===== src/rtl/pixel_frame_source_if.sv =====
`default_nettype none
// ----------------------------------------------------------------------------
// pixel_valid_if : valid-only RGB pixel stream (no backpressure)
// Revision: 1.0
// ----------------------------------------------------------------------------
interface pixel_valid_if #(
  parameter int PIXEL_W = 8
);
  typedef struct packed {
    logic [PIXEL_W-1:0] red;
    logic [PIXEL_W-1:0] green;
    logic [PIXEL_W-1:0] blue;
  } pixel_t;

  logic   valid;
  pixel_t pixel;

  modport master (output valid, output pixel);
  modport slave  (input  valid, input  pixel);
endinterface
`default_nettype wire


===== src/rtl/pixel_frame_source.sv =====
`default_nettype none
// ----------------------------------------------------------------------------
// pixel_frame_source : streams one raster frame from a sync-read RAM as a
// gapped, pausable valid-only pixel stream.  Revision: 1.0
// ----------------------------------------------------------------------------
module pixel_frame_source #(
  parameter  int IMAGE_LEN    = 1080,
  parameter  int IMAGE_HEIGHT = 720,
  parameter  int GAP_W        = 4,
  parameter  int PIXEL_W      = 8,
  localparam int NPIX         = IMAGE_LEN * IMAGE_HEIGHT,
  localparam int ADDR_W       = $clog2(NPIX)
) (
  input  wire logic                 clk,
  input  wire logic                 rst,
  input  wire logic                 start_i,
  input  wire logic [GAP_W-1:0]     gap_cycles_i,
  input  wire logic                 pause_i,
  output      logic [ADDR_W-1:0]    mem_rd_addr_o,
  input  wire logic [3*PIXEL_W-1:0] mem_rd_data_i,
  output      logic                 filter_start_o,
  output      logic                 busy_o,
  output      logic                 done_o,
  pixel_valid_if.master             pixel_valid_if_o
);

  localparam logic [ADDR_W-1:0] LAST_ADDR = ADDR_W'(NPIX - 1);

  typedef enum logic [1:0] {
    IDLE  = 2'd0,
    READ  = 2'd1,
    GAP   = 2'd2,
    DRAIN = 2'd3
  } state_t;

  state_t               state_q;
  logic [ADDR_W-1:0]    addr_q;
  logic [GAP_W-1:0]     gap_q;
  logic [GAP_W-1:0]     gap_cnt_q;
  logic                 rd_pending_q;
  logic                 valid_q;
  logic [3*PIXEL_W-1:0] pixel_q;
  logic                 filter_start_q;
  logic                 busy_q;
  logic                 done_q;

  always_ff @(posedge clk) begin
    if (rst) begin
      state_q        <= IDLE;
      addr_q         <= '0;
      gap_q          <= '0;
      gap_cnt_q      <= '0;
      rd_pending_q   <= 1'b0;
      valid_q        <= 1'b0;
      pixel_q        <= '0;
      filter_start_q <= 1'b0;
      busy_q         <= 1'b0;
      done_q         <= 1'b0;
    end else begin
      filter_start_q <= 1'b0;
      done_q         <= 1'b0;
      rd_pending_q   <= 1'b0;
      // RAM data for the read issued last cycle is present now
      valid_q        <= rd_pending_q;
      pixel_q        <= rd_pending_q ? mem_rd_data_i : '0;

      case (state_q)
        IDLE: begin
          if (start_i) begin
            gap_q          <= gap_cycles_i;
            addr_q         <= '0;
            filter_start_q <= 1'b1;
            busy_q         <= 1'b1;
            state_q        <= READ;
          end
        end
        READ: begin
          if (!pause_i) begin
            rd_pending_q <= 1'b1;
            if (addr_q == LAST_ADDR) begin
              state_q <= DRAIN;
            end else begin
              addr_q <= addr_q + ADDR_W'(1);
              if (gap_q != '0) begin
                gap_cnt_q <= gap_q;
                state_q   <= GAP;
              end
            end
          end
        end
        GAP: begin
          if (!pause_i) begin
            if (gap_cnt_q == GAP_W'(1)) begin
              state_q <= READ;
            end else begin
              gap_cnt_q <= gap_cnt_q - GAP_W'(1);
            end
          end
        end
        DRAIN: begin
          // Stay in DRAIN during the done cycle so a coincident start is ignored
          if (done_q) begin
            state_q <= IDLE;
            busy_q  <= 1'b0;
          end else if (valid_q && !rd_pending_q) begin
            done_q <= 1'b1;
          end
        end
        default: begin
          state_q <= IDLE;
          busy_q  <= 1'b0;
        end
      endcase
    end
  end

  assign mem_rd_addr_o          = addr_q;
  assign filter_start_o         = filter_start_q;
  assign busy_o                 = busy_q;
  assign done_o                 = done_q;
  assign pixel_valid_if_o.valid = valid_q;
  assign pixel_valid_if_o.pixel = pixel_q;

endmodule
`default_nettype wire

===== src/flat_wrapper.sv =====
// flat-port wrapper written by rule: the top's interface ports become plain ports
module pixel_frame_source_flat 
#(
  parameter  int IMAGE_LEN    = 1080,
  parameter  int IMAGE_HEIGHT = 720,
  parameter  int GAP_W        = 4,
  parameter  int PIXEL_W      = 8,
  localparam int NPIX         = IMAGE_LEN * IMAGE_HEIGHT,
  localparam int ADDR_W       = $clog2(NPIX)
)
  (clk, rst, start_i, gap_cycles_i, pause_i, mem_rd_addr_o, mem_rd_data_i, filter_start_o, busy_o, done_o, pixel_valid_if_o_valid, pixel_valid_if_o_pixel);
  pixel_valid_if #(.PIXEL_W(PIXEL_W)) pixel_valid_if_o_i ();
  input  wire logic clk;
  input  wire logic rst;
  input  wire logic start_i;
  input  wire logic [GAP_W-1:0] gap_cycles_i;
  input  wire logic pause_i;
  output      logic [ADDR_W-1:0] mem_rd_addr_o;
  input  wire logic [3*PIXEL_W-1:0] mem_rd_data_i;
  output      logic filter_start_o;
  output      logic busy_o;
  output      logic done_o;
  output wire logic [$bits(pixel_valid_if_o_i.valid)-1:0] pixel_valid_if_o_valid;
  output wire logic [$bits(pixel_valid_if_o_i.pixel)-1:0] pixel_valid_if_o_pixel;
  assign pixel_valid_if_o_valid = pixel_valid_if_o_i.valid;
  assign pixel_valid_if_o_pixel = pixel_valid_if_o_i.pixel;
  pixel_frame_source #(.IMAGE_LEN(IMAGE_LEN), .IMAGE_HEIGHT(IMAGE_HEIGHT), .GAP_W(GAP_W), .PIXEL_W(PIXEL_W)) u_core (.clk(clk), .rst(rst), .start_i(start_i), .gap_cycles_i(gap_cycles_i), .pause_i(pause_i), .mem_rd_addr_o(mem_rd_addr_o), .mem_rd_data_i(mem_rd_data_i), .filter_start_o(filter_start_o), .busy_o(busy_o), .done_o(done_o), .pixel_valid_if_o(pixel_valid_if_o_i));
endmodule

===== config.mk =====
export PLATFORM = sky130hd
export DESIGN_NAME = pixel_frame_source_flat
export DESIGN_NICKNAME = d
export VERILOG_FILES = /design/src/rtl/pixel_frame_source_if.sv /design/src/rtl/pixel_frame_source.sv /design/src/flat_wrapper.sv
export SDC_FILE = /design/constraint.sdc
export NUM_CORES = 1
export LEC_CHECK = 0
export BUFFER_PORTS_ARGS = -buffer_cell sky130_fd_sc_hd__buf_2
export CAP_MARGIN = 20
export CORE_MARGIN = 3
export CORE_UTILIZATION = 53
export DETAILED_ROUTE_END_ITERATION = 6
export PLACE_DENSITY = 0.8
export SLEW_MARGIN = 20
export SYNTH_ARGS = -nofsm -noshare
export SYNTH_HDL_FRONTEND = slang
export SYNTH_SLANG_ARGS = --single-unit

===== constraint.sdc =====
create_clock -name clk -period 3.7 [get_ports clk]
set_input_delay 0.74 -clock clk [delete_from_list [all_inputs] [get_ports clk]]
set_output_delay 0.74 -clock clk [all_outputs]
set_load 0.02 [all_outputs]

# == After elaboration in Yosys (flattened, before gate mapping) ==
# Cells that the tools add are included.
# op_classes
muxes,24
n_shift,0
div,0
eq_ne,14
n_addsub,2
mul,0
n_bitwise,4
magnitude_cmp,0
reduce_logical,16
# ops
op,n
two-way mux 20 bit,3
one-hot mux 20 bit (2 select lines),1
adder 20 x 1 -> 20 bit (second input constant),1
== test 20 bit (second input constant),1
two-way mux 4 bit,5
two-way mux 2 bit,7
AND reduction 6 bit,2
!= test 2 bit (second input constant),5
one-hot mux 2 bit (4 select lines),1
one-hot mux 4 bit (2 select lines),1
!= test 2 x 1 -> 1 bit (second input constant),3
nonzero test 2 bit,3
OR reduction 2 bit,3
two-way mux 1 bit,5
== test 2 bit (second input constant),2
== test 4 x 1 -> 1 bit (second input constant),1
inverter 1 bit,4
AND reduction 4 bit,1
nonzero test 4 bit,1
subtractor 4 x 1 -> 4 bit (second input constant),1
!= test 3 x 1 -> 1 bit (second input constant),1
AND reduction 3 bit,1
OR reduction 3 bit,1
== test 2 x 1 -> 1 bit (second input constant),1
5 further kinds,5
# word_totals
register_bits,59
romBits,0
mem_count,0
ram_bits,0
input_bits,32
latchBits,0

# == Longest topological paths before layout ==
# depth
depth_word,5
ltp_mapped,7
depth_no_buf,7

# == Worst setup path before layout ==
# No wires, ideal clock.
# synth_path
path_kind,input-to-reg
start,in pause_i
end,reg u_core.gap_cnt_q[0]
arrival_time_ns,2.073
cell_stages,5
setup_time_ns,0.074
t_required_ns,3.626
setup_slack_ns,1.552
cell_sequence,or3b_2 > o32ai_1 > o31ai_4 > or3b_1 > a31oi_1
# synth_via
elab_chain_cells,2
elab_cells_between_ends,3
classes_between,eq/ne: 2; reduce/logical: 1
# synth_rtl
element,line,rtl
from (decl),flat_wrapper.sv:17,input wire logic pause_i;
!= test 2 bit (no line),-,
AND reduction 6 bit (no line) (*),-,
to (signal assigned),pixel_frame_source.sv:85,gap_cnt_q <= gap_q;
to (signal assigned),pixel_frame_source.sv:96,gap_cnt_q <= gap_cnt_q - GAP_W'(1);
to (decl),pixel_frame_source.sv:39,logic [GAP_W-1:0] gap_cnt_q;
# Mark *: on every way between the ends. The rest lies on a longest branch, timed or not.
# A chain may end at the register's enable or synchronous reset.

# == Worst setup path in the final report ==
# layout_path
start,reg u_core.state_q[0]
end,reg u_core.addr_q[9] (netlist: u_core.mem_rd_addr_o[9])
# layout_via
elab_chain_cells,3
elab_cells_between_ends,8
classes_between,eq/ne: 4; mux: 1; reduce/logical: 3
# layout_rtl
element,line,rtl
from (decl),pixel_frame_source.sv:36,state_t state_q;
from (signal assigned),pixel_frame_source.sv:49,state_q <= IDLE;
from (signal assigned),pixel_frame_source.sv:74,state_q <= READ;
from (signal assigned),pixel_frame_source.sv:81,state_q <= DRAIN;
== test 2 x 1 -> 1 bit / zero test 2 bit (equally long branches),pixel_frame_source.sv:67,case (state_q)
!= test 2 bit (no line) / nonzero test 2 bit (equally long branches),-,
AND reduction 4 bit (no line),-,
to (signal assigned),pixel_frame_source.sv:83,addr_q <= addr_q + ADDR_W'(1);
to (decl),pixel_frame_source.sv:37,logic [ADDR_W-1:0] addr_q;
# Parallel ways exist; a longest one is shown, timed or not.

==> reports/summary.md <==
The critical path in this run is classified as flop to flop. 0 antenna diodes ended up in the layout. Final hold analysis gives a worst-case slack of 471 ps. The total global routing track utilization was 22.1%; the total power density per cell area was 469 nW/um^2. In this run the number of H-tree levels came out at 3.

Kind of launch point of the worst setup path: a flop. The run gives 0 as the number of setup buffers added after CTS. For the post-layout net count, the log shows 381. The mean instance size in the synthesized netlist was 9.14 um^2; the share of the core filled with cells in the final layout was 72.6%. The biggest fanout along the worst timing path was 12; the number of optimization iterations in the first detailed-route pass was 6. For this run, the slowest stage of the critical path takes 620 ps. The run gives 3900 um as the total half-perimeter wirelength after legalization and detailed placement. The number of sinks handled by clock tree synthesis is 59. The cell chosen for the clock root was sky130_fd_sc_hd__clkbuf_8. The number of clock buffers added by TritonCTS is 9. Synthesis produced 264 cells. The final period utilization is 60.8%. Tracing the worst setup path back leads to its startpoint at u_core.state_q[0]. The tool flagged a number of max-cap violations equal to 0.

The number of global-route vias before repair was 2098. The net count of the mapped netlist is 299, and the share of power burned in registers is 46.4%. Switching part of the total power: 22.5%. For the worst setup path, the data required time is 3980 ps. For this block, the initial DRC count from the detailed router was 149.

The library cell contributing the largest single delay on the critical path was sky130_fd_sc_hd__nor4_1. The first global-routing pass estimated 9230 um of wire. The routed layout has 2148 vias. The sort of element at the end of the critical path is a flop.

The leading area contributor after synthesis is sky130_fd_sc_hd__dfxtp_1. The portion of the post-synthesis area used by sequential elements is 49.0%, and the buffering stage count on the worst path with inverters included is 0. Hold violation count in the final report: 0. In this run the register-to-register setup slack is 1450 ps. The worst max-slew margin expressed relative to the limit came out at 50.6%. Insertion delay to the later sink of the worst-skew pair: 340 ps. The most common cell in the synthesized netlist is sky130_fd_sc_hd__dfxtp_1. The number of max-slew violations in the final report is 0. Measured in cells, the most critical reg-to-reg path has a length of 5.

On the final layout, the worst clock skew is 7.06 ps. The initial core utilization was 57.4%; the final antenna-violating net count was 0. The count of flip-flops with a built-in enable after synthesis is 0, and the width of the die is 73.5 um. The number of antenna violations at the first check in global routing is 0, and the register bit count reported by yosys is 59. For the pin with the worst max-slew slack, the measured transition is 740 ps.

Buffers placed on the I/O ports in this run total 79. In the post-synthesis netlist, the biggest area contributors are sky130_fd_sc_hd__dfxtp_1 (49%), sky130_fd_sc_hd__and2_1 (6.5%), sky130_fd_sc_hd__nor2_1 (4.0%), sky130_fd_sc_hd__xnor2_1 (3.6%), sky130_fd_sc_hd__o21ai_0 (3.3%). Maximum frequency from static timing analysis: 0.445 GHz. Share of flip-flops with an asynchronous set or reset after synthesis: 0%. The internal power of the cells totals 1110 uW. The beginning of the worst register-to-register path is u_core.state_q[0]. The number of hold buffers added after CTS was 0. The average via count per standard cell works out to 5.36.

The run finished with clean final reports. The flip-flop cell with the highest count after synthesis is sky130_fd_sc_hd__dfxtp_1. The run gives 23 as the floorplan row count. The die is 73.5 um tall. The residual overflow from global routing came out at 0. End point of the critical path: u_core.mem_rd_addr_o[9]. The number of ports placed on the die boundary was 80.

The clock-pin transition on the worst setup and hold timing paths came out at 70 ps. The count of synthesis-stage warnings from yosys came out at 0. Number of setup violations in the final report: 0.

In this run, the combinational gates consume 7.1% of the power. The worst-case IR drop observed on VDD is 0.000334 V. Entering global routing, the biggest net connects 26 pins.

Of the total power, the clock network draws 46.5%. The routed length per placed instance was 13.8 um; the final weighted congestion of routability-driven global placement was 0.853. The category of cells accounting for the largest share of critical-path delay was simple AND/OR/NAND/NOR gates. Data on the critical path arrives at its endpoint at 2530 ps.

Setup repair after global routing left no endpoint under its margin. After clock tree synthesis, the repair step resized 0 gates. The number of logic stages on the critical path including buffering was 5. The total wire length is 5530 um, and the ratio of cells with drive above 1 in the final layout is 31.1%. Summed over all cells, the static leakage comes to 0.00130 uW.

Counting distinct cell types in the post-synthesis netlist gives 47. The core region is 4200 um^2. The clock passes through at most 2 buffers. The logs give 0 ps for the accumulated negative setup slack and 0 for the residual DRC count.

The area fraction of the dominant cell type after synthesis came out at 49.0%. The endpoint identified for the worst register-to-register timing path is u_core.mem_rd_addr_o[9]. Compared with the post-synthesis result, the final layout area differs by 26.5%.

TritonCTS built the clock tree. The signal on the critical path passes through or2b_2, nor4_1, a21oi_1, a211o_1, nand2_1. After synthesis, the most frequently instantiated cells are sky130_fd_sc_hd__dfxtp_1 (59), sky130_fd_sc_hd__nor2_1 (26), sky130_fd_sc_hd__and2_1 (25), sky130_fd_sc_hd__o21ai_0 (16).

The clock period could shrink to 2250 ps. The tightest min-delay check is of the flop to flop type. The logs give 2410 um^2 for the synthesized area and 5400 um^2 for the area of the die.

The analysis attributes to net switching a power of 322 uW.
sequential cells by signal (all words and copies together) (netlist names):
register,flops
u_core.rd_pending_q,1
u_core.mem_rd_addr_o,20
u_core.gap_cnt_q,4
u_core.state_q,2
u_core.pixel_valid_if_o.pixel,24
u_core.pixel_valid_if_o.valid,1
u_core.gap_q,4
u_core.done_o,1
u_core.busy_o,1
u_core.filter_start_o,1
worst min-delay path by stage:
stage,slack (ps),startpoint,cells after the start,endpoint
global placement,450,u_core.pixel_valid_if_o.valid,2,u_core.done_o
floorplan,460,u_core.gap_q[2],2,u_core.gap_q[2]
global route,520,u_core.pixel_valid_if_o.valid,2,u_core.done_o
detailed placement,470,u_core.pixel_valid_if_o.valid,2,u_core.done_o
CTS,480,u_core.pixel_valid_if_o.valid,2,u_core.done_o
finish,470,u_core.pixel_valid_if_o.valid,2,u_core.done_o
power by group through the flow:
stage	registers, uW	clock network, uW	logic (uW)
after floorplan	681	0	63.6
after global placement	677	0	99.6
after detailed placement	677	0	101
after CTS	663	675	102
after global routing	666	704	116
final	664	664	102
cells by family after synthesis:
kind of cell / Yosys count / synth area share [%]
flip-flops: 59 / 49.0
XOR/XNOR: 10 / 3.63
AO/OA/AOI/OAI: 51 / 13.3
adder cells (fa/ha/maj): 3 / 1.56
multiplexers: 2 / 0.830
buffers and inverters: 17 / 3.47
AND/OR/NAND/NOR: 122 / 28.3
metrics by stage:
step	cell area (um^2)	power (uW)	std cells	worst slack, ps
global placement	2820	777	385	1370
finish	3050	1430	401	1450
floorplan	2410	745	264	1550
detailed placement	2820	778	385	1320
CTS	3050	1440	401	1450
global route	3050	1490	401	1310
area by class of cell:
type / count / area [um^2]
clock buffers: 12 / 155
clock inverters: 4 / 72.6
fillers: 320 / 1150
inverters: 8 / 30.0
multi-input cells: 188 / 1150
flip-flops and latches: 59 / 1180
well taps: 50 / 62.6
repair buffers: 80 / 403
placed cells by master (no fill, tap or decap), types with 2 or more instances in the layout:
cell type / netlist / layout
sky130_fd_sc_hd__o2111ai_1: 2 / 2
sky130_fd_sc_hd__a21oi_1: 15 / 15
sky130_fd_sc_hd__bufinv_16: 0 / 2
sky130_fd_sc_hd__or3_1: 7 / 7
sky130_fd_sc_hd__or3b_2: 2 / 2
sky130_fd_sc_hd__a211oi_1: 2 / 2
sky130_fd_sc_hd__or2b_2: 3 / 3
sky130_fd_sc_hd__buf_2: 2 / 79
sky130_fd_sc_hd__nor2_1: 26 / 26
sky130_fd_sc_hd__mux2i_1: 2 / 2
sky130_fd_sc_hd__a22oi_1: 2 / 2
sky130_fd_sc_hd__dfxtp_1: 59 / 59
sky130_fd_sc_hd__o21ai_0: 16 / 16
sky130_fd_sc_hd__nor4_1: 3 / 3
sky130_fd_sc_hd__ha_1: 3 / 3
sky130_fd_sc_hd__xnor2_1: 10 / 10
sky130_fd_sc_hd__or2_2: 4 / 4
sky130_fd_sc_hd__and2_1: 25 / 25
sky130_fd_sc_hd__nor2b_1: 4 / 4
sky130_fd_sc_hd__clkbuf_8: 1 / 11
sky130_fd_sc_hd__nor3b_1: 4 / 4
sky130_fd_sc_hd__nand4_1: 5 / 5
sky130_fd_sc_hd__nand2_1: 15 / 15
sky130_fd_sc_hd__nor3_1: 11 / 11
sky130_fd_sc_hd__nand3_1: 4 / 4
sky130_fd_sc_hd__a31oi_1: 5 / 5
sky130_fd_sc_hd__inv_1: 8 / 8
layer usage:
layer | GRT usage, % | vias up | share of wire, %
met5 | 0 | - | 0
met4 | 7.24 | 0 | 0.98
met3 | 11.2 | 8 | 9.5
met2 | 34.4 | 82 | 48
met1 | 26.6 | 975 | 42
li1 | - | 1083 | -
tightest hold or removal path, delay by kind of cell, from the launching register on:
kind | cells | cell delay (ps)
simple gates | 2 | 120
flops | 1 | 310
No activity file was read; power rests on OpenSTA's default activity.
